**src/rtl/traffic_pkg.sv**
```systemverilog
// traffic_pkg: light indices and clock default shared by the traffic controller blocks
package traffic_pkg;
  localparam int G_IDX = 2;
  localparam int R_IDX = 1;
  localparam int Y_IDX = 0;
  localparam int CLK_FREQ = 50_000_000;
endpackage

```
**src/rtl/sync_debounce.sv**
```systemverilog
// sync_debounce: two-flop synchroniser plus debounce counter for a raw asynchronous input
// clk, rst    : clock, asynchronous active-high reset
// raw         : asynchronous input, may bounce
// stable      : debounced level, changes only after DEBOUNCE_CYCLES steady post-sync cycles
module sync_debounce #(
  parameter int DEBOUNCE_CYCLES = 16
) (
  input  logic clk,
  input  logic rst,
  input  logic raw,
  output logic stable
);
  localparam int DW = $clog2(DEBOUNCE_CYCLES);
  localparam logic [DW-1:0] DB_MAX = DW'(DEBOUNCE_CYCLES - 1);
  logic s1, s2;
  logic [DW-1:0] db_cnt;
  always_ff @(posedge clk or posedge rst)
    if (rst) begin
      s1 <= 1'b0;
      s2 <= 1'b0;
      stable <= 1'b0;
      db_cnt <= '0;
    end else begin
      s1 <= raw;
      s2 <= s1;
      if (s2 == stable) db_cnt <= '0;
      else if (db_cnt == DB_MAX) begin
        stable <= s2;
        db_cnt <= '0;
      end else db_cnt <= db_cnt + 1'b1;
    end
endmodule

```
**src/rtl/car_request_conditioner.sv**
```systemverilog
// car_request_conditioner: conditions the country-road vehicle sensor into the controller car request
// clk, rst      : clock, asynchronous active-high reset
// car_raw       : raw asynchronous sensor
// country_gry   : country light fed back from the controller, green clears a pending request
// car           : registered request to the controller
// car_stable    : debounced sensor level
// arrival_pulse : one-cycle pulse after each debounced rising edge
// sensor_fault  : debounced level stuck high for STUCK_CYCLES
// arrival_count : saturating arrival count
module car_request_conditioner
  import traffic_pkg::*;
#(
  parameter int DEBOUNCE_CYCLES = 16,
  parameter int STUCK_CYCLES = 500000,
  parameter int CNT_BITS = 8
) (
  input  logic clk,
  input  logic rst,
  input  logic car_raw,
  input  logic [2:0] country_gry,
  output logic car,
  output logic car_stable,
  output logic arrival_pulse,
  output logic sensor_fault,
  output logic [CNT_BITS-1:0] arrival_count
);
  localparam int SW = $clog2(STUCK_CYCLES + 1);
  localparam logic [SW-1:0] STUCK_MAX = SW'(STUCK_CYCLES);
  logic stable_d, pending;
  logic [SW-1:0] stuck_cnt;
  sync_debounce #(.DEBOUNCE_CYCLES(DEBOUNCE_CYCLES)) u_db (
    .clk(clk),
    .rst(rst),
    .raw(car_raw),
    .stable(car_stable)
  );
  assign sensor_fault = stuck_cnt == STUCK_MAX;
  always_ff @(posedge clk or posedge rst)
    if (rst) begin
      stable_d <= 1'b0;
      arrival_pulse <= 1'b0;
      pending <= 1'b0;
      car <= 1'b0;
      stuck_cnt <= '0;
      arrival_count <= '0;
    end else begin
      stable_d <= car_stable;
      arrival_pulse <= car_stable & ~stable_d;
      // green means the waiting car is being served, so clear beats a coincident arrival
      if (country_gry[G_IDX]) pending <= 1'b0;
      else if (arrival_pulse) pending <= 1'b1;
      // a stuck sensor must not hold the request forever; only a latched arrival gets through
      car <= pending | (car_stable & ~sensor_fault);
      if (!car_stable) stuck_cnt <= '0;
      else if (stuck_cnt != STUCK_MAX) stuck_cnt <= stuck_cnt + 1'b1;
      if (arrival_pulse && arrival_count != '1) arrival_count <= arrival_count + 1'b1;
    end
endmodule

```
**config.mk**
```make
export PLATFORM = sky130hd
export DESIGN_NAME = car_request_conditioner
export DESIGN_NICKNAME = d
export VERILOG_FILES = /design/src/rtl/traffic_pkg.sv /design/src/rtl/sync_debounce.sv /design/src/rtl/car_request_conditioner.sv
export SDC_FILE = /design/constraint.sdc
export NUM_CORES = 1
export LEC_CHECK = 0
export ABC_CLOCK_PERIOD_IN_PS = 4900
export CAP_MARGIN = 20
export CORE_MARGIN = 3
export CORE_UTILIZATION = 60
export CTS_CLUSTER_DIAMETER = 80
export DETAILED_ROUTE_END_ITERATION = 6
export HOLD_SLACK_MARGIN = 0.1
export PLACE_DENSITY = 0.94
export SLEW_MARGIN = 20
export SYNTH_ARGS = -nofsm -noshare
export SYNTH_HDL_FRONTEND = slang
export SYNTH_SLANG_ARGS = --single-unit
```
**constraint.sdc**
```tcl
create_clock -name clk -period 4.9 [get_ports clk]
set_input_delay 0.49 -clock clk [delete_from_list [all_inputs] [get_ports clk]]
set_output_delay 0.49 -clock clk [all_outputs]
set_load 0.005 [all_outputs]
```
# After elaboration in Yosys (flattened, before gate mapping)
# Index checks and enable logic that the tools add are counted.
# classes
add_sub_neg	3
n_eq_ne	6
mux	6
n_bitwise	6
reduce_logical	3
# ops
operator	count
two-way mux 19 bit	2
adder 19 x 1 -> 19 bit, second input constant	1
equality test 19 bit, second input constant	1
inequality test 19 bit, second input constant	1
adder 8 x 1 -> 8 bit, second input constant	1
two-way mux 4 bit	2
inequality test 8 bit, second input constant	1
adder 4 x 1 -> 4 bit, second input constant	1
equality test 4 bit, second input constant	1
NOT 1 bit	3
bitwise AND 1 bit	2
two-way mux 1 bit	2
inequality test 2 bit, second input constant	1
AND reduction 2 bit	1
nonzero test 2 bit	1
equality test 1 bit	1
logical AND 1 bit	1
OR 1 bit	1
# totals
register_bits	38
output_inout_bits	12
elab_cells	34

# Depth between registers and ports, before layout
# depth
word_depth	4
depth_mapped	5

# By module
# From an unflattened synthesis, not the netlist that was laid out.
# unflattened
cells_unflattened	172
hier_area_um2	1795.5
# by_module_without_submodules
module	instances	cells_each	area_each_um2
car_request_conditioner	1	153	1521.5
sync_debounce	1	19	274.0

# Worst setup path before layout
# Ideal clock, no wire load.
# synth_path
kind	flip-flop to output port
from	register stuck_cnt[10]
to	output port sensor_fault
arrival_time_ns	1.287
t_required_ns	4.410
slack_ns	3.123
path_stages_with_launch	4
path_buffers	0
path_cell_list	dfrtp_1 -> nor4b_1 -> nand4b_1 -> nor3_1
# synth_via
elab_chain_len	1
# synth_rtl
element	line	rtl
start: declaration	car_request_conditioner.sv:30	logic [SW-1:0] stuck_cnt;
start signal: assignment	car_request_conditioner.sv:55	else if (stuck_cnt != STUCK_MAX) stuck_cnt <= stuck_cnt + 1'b1;
equality test 19 bit	car_request_conditioner.sv:37	assign sensor_fault = stuck_cnt == STUCK_MAX;
end: declaration	car_request_conditioner.sv:24	output logic sensor_fault,
# Every way passes these cells.

# Worst setup path after layout
# Ends and elaborated chain as after synthesis.

==> flow_metrics.py <==
metrics = {
    "synthesis": {
        "ys_async_sr_fraction": 1.00,
        "synth_edf_count": 0,
        "synthTopCellsByCount": "38 x dfrtp_1, 18 x nor2_1, 14 x nand2_1, 11 x nand3_1, 10 x inv_1",
        "ys_warn_count": 0,
        "yosys.area.top_type_share": 0.537,
        "synth_cells": 172,
        "synthDistinctLibCells": 37,
        "avgSynthCellArea_um2": 10.3,
        "synth_top_cell_by_area": "dfrtp_1",
        "synth.area.top_cells": "dfrtp_1 54%, xor2_1 4.5%, nor2_1 3.8%",
        "synth_most_common_cell": "dfrtp_1",
        "synthFlopType": "dfrtp_1",
        "synth_nets": 182,
        "syn_area_um2": 1770,
        "synth-seq-cells": 38,
        "synth_seq_area_share": 0.537,
    },
    "grt": {
        "gr-total-overflow": 0,
        "track_usage": 0.221,
        "grt_max_degree": 39,
        "grt_util_met3": 0.0648,
        "antenna_found_initial": 0,
        "grt_util_met2": 0.366,
        "grt.busiest_layer": "met2",
        "grt_pass1_vias": 1323,
        "grt_pass1_wl_mm": 5.79,
        "gr-usage-met1": 0.252,
    },
    "sta": {
        "slew_headroom": 0.447,
        "tns_ps": 0,
        "finalClockSkew_ps": 10.8,
        "clock.fmax_mhz": 325,
        "finalMaxSlewViolations": 0,
        "min_period_ps": 3080,
        "setup_viol": 0,
        "max_slew.worst_pin.slew_ps": 823,
        "rsz0062_at_grt": "no",
        "final-hold-violation-count": 0,
        "period_share": 0.628,
    },
    "power_and_ir_drop": {
        "ir_drop_mv": 0.304,
        "p_per_area_nw_per_um2": 296,
        "p_leak_nw": 0.831,
    },
    "min_path": {
        "min_from": "u_db.s1",
        "min_to": "u_db.s2",
        "hp-class": "reg -> reg",
        "hold_depth": 0,
    },
    "run_status": {
        "outcome": "finished clean",
    },
    "setup_path": {
        "ff2ff_path_depth": 4,
        "cp.arrival_ps": 2590,
        "reg2reg_from": "stuck_cnt[7]",
        "cp-end-kind": "primary output",
        "r2r_end": "stuck_cnt[16]",
        "cp-start-kind": "register",
        "crit_required_ps": 4410,
        "path_class": "reg -> out",
        "cp_max_fo": 5,
        "rrSetupSlack_ps": 2960,
    },
    "run": {
        "cap_violations": 0,
    },
    "detailed_routing": {
        "drt_iter0_drc": 42,
        "via_count": 1329,
        "drt_wl_total_mm": 3.43,
        "detail_route.wl_per_cell_um": 15.4,
        "ant_nets": 0,
        "viasPerCell": 5.96,
        "drt_pre_antenna_iters": 4,
        "drc": 0,
    },
    "placed_design": {
        "dpl.hpwl_mm": 2.48,
        "port_buffers": 15,
        "gp_congestion": 0.808,
    },
    "clock_tree": {
        "tritoncts": "built",
        "cts_resized": 0,
        "clock_latency_ps": 350,
        "cts_hold_buf": 0,
        "max-clock-path-buffers": 2,
        "post_cts_buffers": 0,
        "root_buffer": "clkbuf_4",
        "clkTransAtPathRegs_ps": 120,
        "htreeDepth": 2,
        "cts_made_buffers": 5,
        "cts_sinks": 38,
    },
    "die": {
        "ios": 18,
        "dieArea_um2": 3640,
        "start_util": 0.637,
        "dieHeight_um": 60.3,
        "dieWidth_um": 60.3,
        "rows": 19,
        "core-area_um2": 2780,
    },
    "finish": {
        "drive_above_1_share": 0.0729,
        "syn_to_final_growth_pct": 16.5,
        "fin_util": 0.741,
        "fin_nets": 201,
        "diodes": 0,
    },
}
report_power, final:
part / internal (W) / switching (W)
clock network: 0.000173 / 0.000104
logic: 0.00000588 / 0.00000882
registers: 0.000317 / 0.00000279
total: 0.000495 / 0.000115
layer usage:
metal	vias to the layer above	share of wire
met4	0	0.020
met2	37	0.53
met1	647	0.40
met3	8	0.046
li1	637	-
met5	-	0
worst max-delay path, stage by stage, from the launching register on:
cell and delay [ps]:
dfrtp_1 430, nor4b_1 340, nand4b_1 140, nor3_1 680, clkdlybuf4s50_1 650
cells in the final DEF (no fill, tap or decap), types with 3 or more instances in the layout:
cell             synthesis  final
a21oi_1                  8      8
nand2_1                 14     14
xor2_1                   9      9
o31ai_1                  4      4
o21ai_0                  4      4
xnor2_1                  7      7
mux2i_1                  3      3
or4_1                    4      4
inv_1                   10     10
nor2_1                  18     18
ha_1                     4      4
clkdlybuf4s50_1          0     15
dfrtp_1                 38     38
nor3_1                   6      6
nor4b_1                  3      3
clkbuf_4                 0      5
nand3_1                 11     11
sequential cells by signal, summed over array words and instances (netlist names):
| signal | flops |
|---|---|
| stuck_cnt | 19 |
| arrival_count | 8 |
| u_db.db_cnt | 4 |
| arrival_pulse | 1 |
| car | 1 |
| pending | 1 |
| stable_d | 1 |
| u_db.s1 | 1 |
| u_db.s2 | 1 |
| u_db.stable | 1 |
layout make-up:
cell class	count	area, um2
fillers	190	719
multi-input cells	119	762
well taps	31	38.8
flip-flops and latches	38	951
repair buffers	16	158
clock buffers	6	51.3
clock inverters	2	60.1
inverters	11	41.3
kinds of logic after synthesis:
logic type / after synthesis / share of synthesized area
AOI/OAI and AO/OA: 21 / 0.0756
adders and majority gates: 4 / 0.0283
muxes: 5 / 0.0297
buffers and inverters: 15 / 0.0325
DFF: 38 / 0.537
xor gates and xnor gates: 16 / 0.0792
and+or+nand+nor: 73 / 0.218
how the worst max path moves through the flow:
stage	from	endpoint	slack, ps	depth (start not counted)
detailed placement	stuck_cnt[10]	sensor_fault	2210	4
global route	stuck_cnt[10]	sensor_fault	1650	4
global placement	stuck_cnt[10]	sensor_fault	2240	4
CTS	stuck_cnt[10]	sensor_fault	1800	4
floorplan	stuck_cnt[10]	sensor_fault	3120	3
finish	stuck_cnt[10]	sensor_fault	1820	4
per-stage QoR:
step / power [W] / setup WS, ps / cell area [um2] / instances / hold slack [ps]
2_1_floorplan: 0.000334 / 3120 / 1770 / 172 / 331
3_3_place_gp: 0.000339 / 2240 / 1950 / 215 / 339
3_5_place_dp: 0.000341 / 2210 / 1950 / 215 / 342
4_1_cts: 0.000617 / 1800 / 2060 / 223 / 355
5_1_grt: 0.000628 / 1650 / 2060 / 223 / 370
6_report: 0.000611 / 1820 / 2060 / 223 / 358
(Power assumes the default switching activity.)
